$ cat config.mk
export PLATFORM = sky130hd
export DESIGN_NAME = mem_arbiter
export DESIGN_NICKNAME = d
export VERILOG_FILES = /design/src/rtl/mem_arb_pkg.sv /design/src/rtl/mem_arbiter.sv
export SDC_FILE = /design/constraint.sdc
export NUM_CORES = 1
export LEC_CHECK = 0
export ABC_CLOCK_PERIOD_IN_PS = 1800
export CAP_MARGIN = 20
export CORE_MARGIN = 3
export CORE_UTILIZATION = 38
export CTS_BUF_LIST = sky130_fd_sc_hd__clkbuf_2 sky130_fd_sc_hd__clkbuf_4 sky130_fd_sc_hd__clkbuf_8
export DETAILED_ROUTE_END_ITERATION = 10
export PLACE_DENSITY_LB_ADDON = 0.15
export SYNTH_ARGS = -nofsm -noshare
export SYNTH_HDL_FRONTEND = slang
export SYNTH_SLANG_ARGS = --single-unit
$ cat constraint.sdc
create_clock -name clk -period 1.8 [get_ports clk]
set_input_delay 0.36 -clock clk [delete_from_list [all_inputs] [get_ports clk]]
set_output_delay 0.36 -clock clk [all_outputs]
set_load 0.03 [all_outputs]
$ cat src/rtl/mem_arb_pkg.sv
// Shared types for the fetch/data memory bus arbiter.
package mem_arb_pkg;

  typedef enum logic [1:0] {ARB_IDLE, ARB_REQ, ARB_WAIT} arb_state_t;

  typedef enum logic {OWN_IF, OWN_D} arb_owner_t;

endpackage

$ cat src/rtl/mem_arbiter.sv
// Fixed-priority arbiter sharing one single-port memory bus between fetch and data.
// One transaction in flight; registered bus command and registered responses.
module mem_arbiter
  import mem_arb_pkg::*;
#(
  parameter int ADDR_W = 32,
  parameter int DATA_W = 32
) (
  input  logic                clk,
  input  logic                reset,
  input  logic                if_req,
  input  logic [ADDR_W-1:0]   if_addr,
  input  logic                if_kill,
  output logic                if_valid,
  output logic [DATA_W-1:0]   if_rdata,
  output logic                if_stall,
  input  logic                d_req,
  input  logic                d_we,
  input  logic [DATA_W/8-1:0] d_wstrb,
  input  logic [ADDR_W-1:0]   d_addr,
  input  logic [DATA_W-1:0]   d_wdata,
  output logic                d_valid,
  output logic [DATA_W-1:0]   d_rdata,
  output logic                d_stall,
  output logic                mem_req,
  output logic                mem_we,
  output logic [DATA_W/8-1:0] mem_wstrb,
  output logic [ADDR_W-1:0]   mem_addr,
  output logic [DATA_W-1:0]   mem_wdata,
  input  logic                mem_gnt,
  input  logic                mem_rvalid,
  input  logic [DATA_W-1:0]   mem_rdata
);

  arb_state_t state, state_next;
  arb_owner_t owner;
  logic       drop;
  logic       grant_d, grant_if;
  logic       resp_done;

  assign if_stall  = if_req & ~if_valid;
  assign d_stall   = d_req & ~d_valid;
  assign resp_done = (state == ARB_WAIT) && mem_rvalid;

  // NOTE: every output of a combinational block gets a default first, so no path leaves it unassigned and no latch is inferred.
  always_comb begin
    state_next = state;
    grant_d    = 1'b0;
    grant_if   = 1'b0;
    unique case (state)
      ARB_IDLE: begin
        // A requester whose valid is pulsing this cycle is finishing, not asking again.
        if (d_req && !d_valid) begin
          grant_d    = 1'b1;
          state_next = ARB_REQ;
        end else if (if_req && !if_valid && !if_kill) begin
          grant_if   = 1'b1;
          state_next = ARB_REQ;
        end
      end
      ARB_REQ:  if (mem_gnt)    state_next = ARB_WAIT;
      ARB_WAIT: if (mem_rvalid) state_next = ARB_IDLE;
      default:  state_next = ARB_IDLE;
    endcase
  end

  // NOTE: sequential state uses non-blocking assignments so every flop samples pre-edge values regardless of statement order.
  always_ff @(posedge clk or negedge reset) begin
    if (!reset) state <= ARB_IDLE;
    else        state <= state_next;
  end

  // NOTE: the rdata registers are reset too: they are architecturally visible and must read 0 out of reset.
  always_ff @(posedge clk or negedge reset) begin
    if (!reset) begin
      owner     <= OWN_IF;
      drop      <= 1'b0;
      mem_req   <= 1'b0;
      mem_we    <= 1'b0;
      mem_wstrb <= '0;
      mem_addr  <= '0;
      mem_wdata <= '0;
      if_valid  <= 1'b0;
      d_valid   <= 1'b0;
      if_rdata  <= '0;
      d_rdata   <= '0;
    end else begin
      if_valid <= 1'b0;
      d_valid  <= 1'b0;

      if (grant_d) begin
        owner     <= OWN_D;
        mem_req   <= 1'b1;
        mem_we    <= d_we;
        mem_wstrb <= d_wstrb;
        mem_addr  <= d_addr;
        mem_wdata <= d_wdata;
      end else if (grant_if) begin
        owner     <= OWN_IF;
        mem_req   <= 1'b1;
        mem_we    <= 1'b0;
        mem_wstrb <= '0;
        mem_addr  <= if_addr;
        mem_wdata <= '0;
      end

      if (state == ARB_REQ && mem_gnt) mem_req <= 1'b0;

      // mem_we still holds the owner's command through WAIT, so it tells loads from stores.
      if (resp_done) begin
        if (owner == OWN_D) begin
          d_valid <= 1'b1;
          if (!mem_we) d_rdata <= mem_rdata;
        end else if (!(drop || if_kill)) begin
          if_valid <= 1'b1;
          if_rdata <= mem_rdata;
        end
        drop <= 1'b0;
      end else if (state != ARB_IDLE && owner == OWN_IF && if_kill) begin
        drop <= 1'b1;
      end
    end
  end

endmodule

==> flow_metrics.env, run 1 <==
export IMPL_cts_sinks=140
export IMPL_endpoint="mem_wdata[21]"
export IMPL_worst_hold_path_type="in -> async"
export IMPL_period_share=0.973
export IMPL_tns_ns=0
export IMPL_dpl_worst_slack_ns=-0.453
export IMPL_worst_pin_slew_ns=0.389
export IMPL_cts_buffer_depth=2
export IMPL_drive_gt1_frac=0.177
export IMPL_cts_root_buf="clkbuf_8"
export IMPL_ctsHtreeMaxLevel=4
export IMPL_avgViaCountPerCell=5.13
export IMPL_io_buffers=277
export IMPL_power_density_mw_per_mm2=1810
export IMPL_numCtsBuffers=17
export IMPL_slew_limit_headroom=0.739
export IMPL_reg2reg_to="mem_wdata[21]"
export IMPL_dp_cells=959
export IMPL_fin_ws_ns=0.0486
export IMPL_r2r_setup_slack_ns=0.05
export IMPL_grt_first_pass_wirelength_um=27200
export IMPL_route_detailed_drc=0
export IMPL_place_area_mm2=0.00896
export IMPL_grt_start_max_net_pins=70
export IMPL_intPower_mw=9.72
export IMPL_r2r_worst_path_cells=6
export IMPL_drv_cap=0
export IMPL_crit_path_start_kind="input pin"
export IMPL_netSwitchingPower_mw=7.60
export IMPL_first_pass_iters=5
export IMPL_skew_ns=0.00985
export IMPL_insertion_delay_ns=0.44
export IMPL_drt_iter0_markers=234
export IMPL_worst_setup_path_end_kind="register"
export IMPL_wire_per_inst_um=18.8
export IMPL_syn_to_final_growth_pct=63.9
export IMPL_required_ns=2.11
export IMPL_comb_power_share=0.536
export IMPL_place_hpwl_um=12500
export IMPL_rows=44
export IMPL_layout_common_cells="dfrtp_1, clkdlybuf4s50_1, dlygate4sd2_1"
export IMPL_hold_viol_final=0
export IMPL_synth_distinct_cells=26
export IMPL_min_period_ns=1.75
export IMPL_p_sw_frac=0.439
export IMPL_io_pins=278
export IMPL_setup_worst_path_class="in -> reg"
export IMPL_fin_util=0.647
export IMPL_peakVddDrop_mv=0.904
export IMPL_synth_warning_count=0
export IMPL_finalMaxSlewViolations=0
export IMPL_finalNonFillerCells=1010
export IMPL_start_util=0.394
export IMPL_critPathLaunch="if_kill"
export IMPL_design_area_mm2=0.00958
export IMPL_finalWeightedCongestion=0.815
export IMPL_clk_pin_slew_ns=0.08
export IMPL_core_area_mm2=0.0148
export IMPL_outcome="finished clean"
export IMPL_die_h_um=130
export IMPL_synth_seq_cells=140
export IMPL_dieArea_mm2=0.0169
export IMPL_r2r_start="state[1]"
export IMPL_nNetsFinal=954
export IMPL_grt_usage=0.209
export IMPL_cts_tree="done"
export IMPL_clock_power_share=0.152
export IMPL_overflow=0
export IMPL_n_antenna_cell=0
export IMPL_cp_max_fo=10
export IMPL_syn_area_per_cell_um2=11.4
export IMPL_routed_wl_um=19000
export IMPL_seqPwrFrac=0.312
export IMPL_syn_area_mm2=0.00584
export IMPL_syn_inst=512
export IMPL_grt_pass1_vias=5175
export IMPL_syn_nets=652
export IMPL_vias=5185
export IMPL_setup_viol=0
export IMPL_crit_arrival_ns=2.06
export IMPL_antenna_found_initial=0
export IMPL_synth_seq_area_share=0.600
export IMPL_leakagePower_nw=4.56
export IMPL_fmax_mhz=571
export IMPL_ant_nets=0
export IMPL_fp_dieW_um=130
export IMPL_layout_commonest_cell="dfrtp_1"
export IMPL_rsz0062_at_grt="no"
repair_timing:
action | CTS | global route
gates resized for setup | 143 | 12
hold endpoints to repair | 28 | 0
hold buffers | 1 | 0
pin swaps | 0 | 4
endpoints found under the setup margin | 229 | 77
buffers inserted | 0 | 8
cloned | 1 | 10
synthesized netlist by cell type:
| master | n | area (um2) |
|---|---|---|
| nor4b_2 | 2 | 30.0 |
| o21ai_0 | 71 | 355 |
| nand2b_1 | 2 | 12.5 |
| buf_4 | 3 | 22.5 |
| or4b_1 | 1 | 10.0 |
| buf_6 | 4 | 45.0 |
| inv_2 | 1 | 3.75 |
| buf_1 | 1 | 3.75 |
| or4_1 | 1 | 7.51 |
| mux2_2 | 29 | 327 |
| o21ai_1 | 1 | 5.00 |
| nor2_1 | 34 | 128 |
| inv_1 | 3 | 11.3 |
| nor3_2 | 1 | 10.0 |
| dfrtp_1 | 140 | 3500 |
| nand3b_4 | 1 | 20.0 |
| buf_2 | 8 | 40.0 |
| or4b_4 | 1 | 13.8 |
| nand2_1 | 76 | 285 |
| a21oi_1 | 36 | 180 |
| mux2_1 | 6 | 67.6 |
| a31oi_1 | 33 | 206 |
| nor2b_1 | 3 | 18.8 |
| mux2i_1 | 1 | 10.0 |
| mux2_4 | 29 | 435 |
| clkbuf_1 | 24 | 90.1 |
sequential cells by signal, summed over array words and instances, names as in the netlist:
register,flops
if_valid,1
if_rdata,32
d_rdata,32
owner,1
d_valid,1
mem_wdata,32
mem_wstrb,4
state,2
mem_req,1
mem_we,1
mem_addr,32
drop,1
layer usage:
metal,up-vias,share of wire,GRT usage
met5,-,0,0
met4,0,0.031,0.0929
met3,44,0.076,0.0741
met2,220,0.49,0.345
met1,2536,0.40,0.247
li1,2385,-,-
power by group through the flow:
stage	clock network, mW	logic (mW)	registers [mW]
finish	2.63	9.29	5.40
global route	2.86	9.88	5.58
CTS	2.71	8.79	5.40
detailed placement	0	9.74	5.50
global placement	0	9.61	5.44
floorplan	0	2.55	8.31
how the worst min path moves through the flow:
stage                     startpoint          to  slack [ns]  cells after the start
after CTS                      reset  d_rdata[9]        0.34                      2
final                          reset  d_rdata[9]        0.36                      2
after detailed placement       reset  d_rdata[9]        0.27                      1
after floorplan                reset  d_rdata[0]        0.06                      0
after global routing           reset  d_rdata[9]        0.37                      2
after global placement         reset  d_rdata[9]        0.27                      1
area by class of cell:
cell class | count | area, um2
clock buffers | 20 | 269
clock inverters | 11 | 144
fillers | 1209 | 5230
inverters | 4 | 15.0
multi-input cells | 328 | 2160
flip-flops and latches | 140 | 3500
well taps | 184 | 230
repair buffers | 323 | 3250
metrics by stage:
step	hold WS [ns]	total power, mW
6_report	0.365	17.3
5_1_grt	0.369	18.3
4_1_cts	0.343	16.9
3_5_place_dp	0.269	15.2
3_3_place_gp	0.268	15.0
2_1_floorplan	0.0644	10.9
cells by family after synthesis:
family,count (synthesis),synth area share
AOI/OAI and AO/OA,141,0.128
and+or+nand+nor,122,0.0917
DFF,140,0.600
muxes,65,0.144
buffers and inverters,44,0.0371
worst max-delay path, stage by stage:
cell and delay, ns:
clkdlybuf4s50_1 0.42, buf_4 0.16, or4b_4 0.57, nor2_4 0.14, buf_12 0.14, clkbuf_16 0.16
o21ai_0 0.10
Power figures use the tool's default switching activity.
==> run 2, diff against run 1 <==
Settings changed: CAP_MARGIN 20 to 10.
==> results of run 2 <==
Final layout, timing and power as in run 1 (identical DEF).
==> run 3, diff against run 2 <==
Settings changed: CTS_CLUSTER_DIAMETER set to 40.
==> results of run 3 <==
Final layout, timing and power as in run 1 (identical DEF).
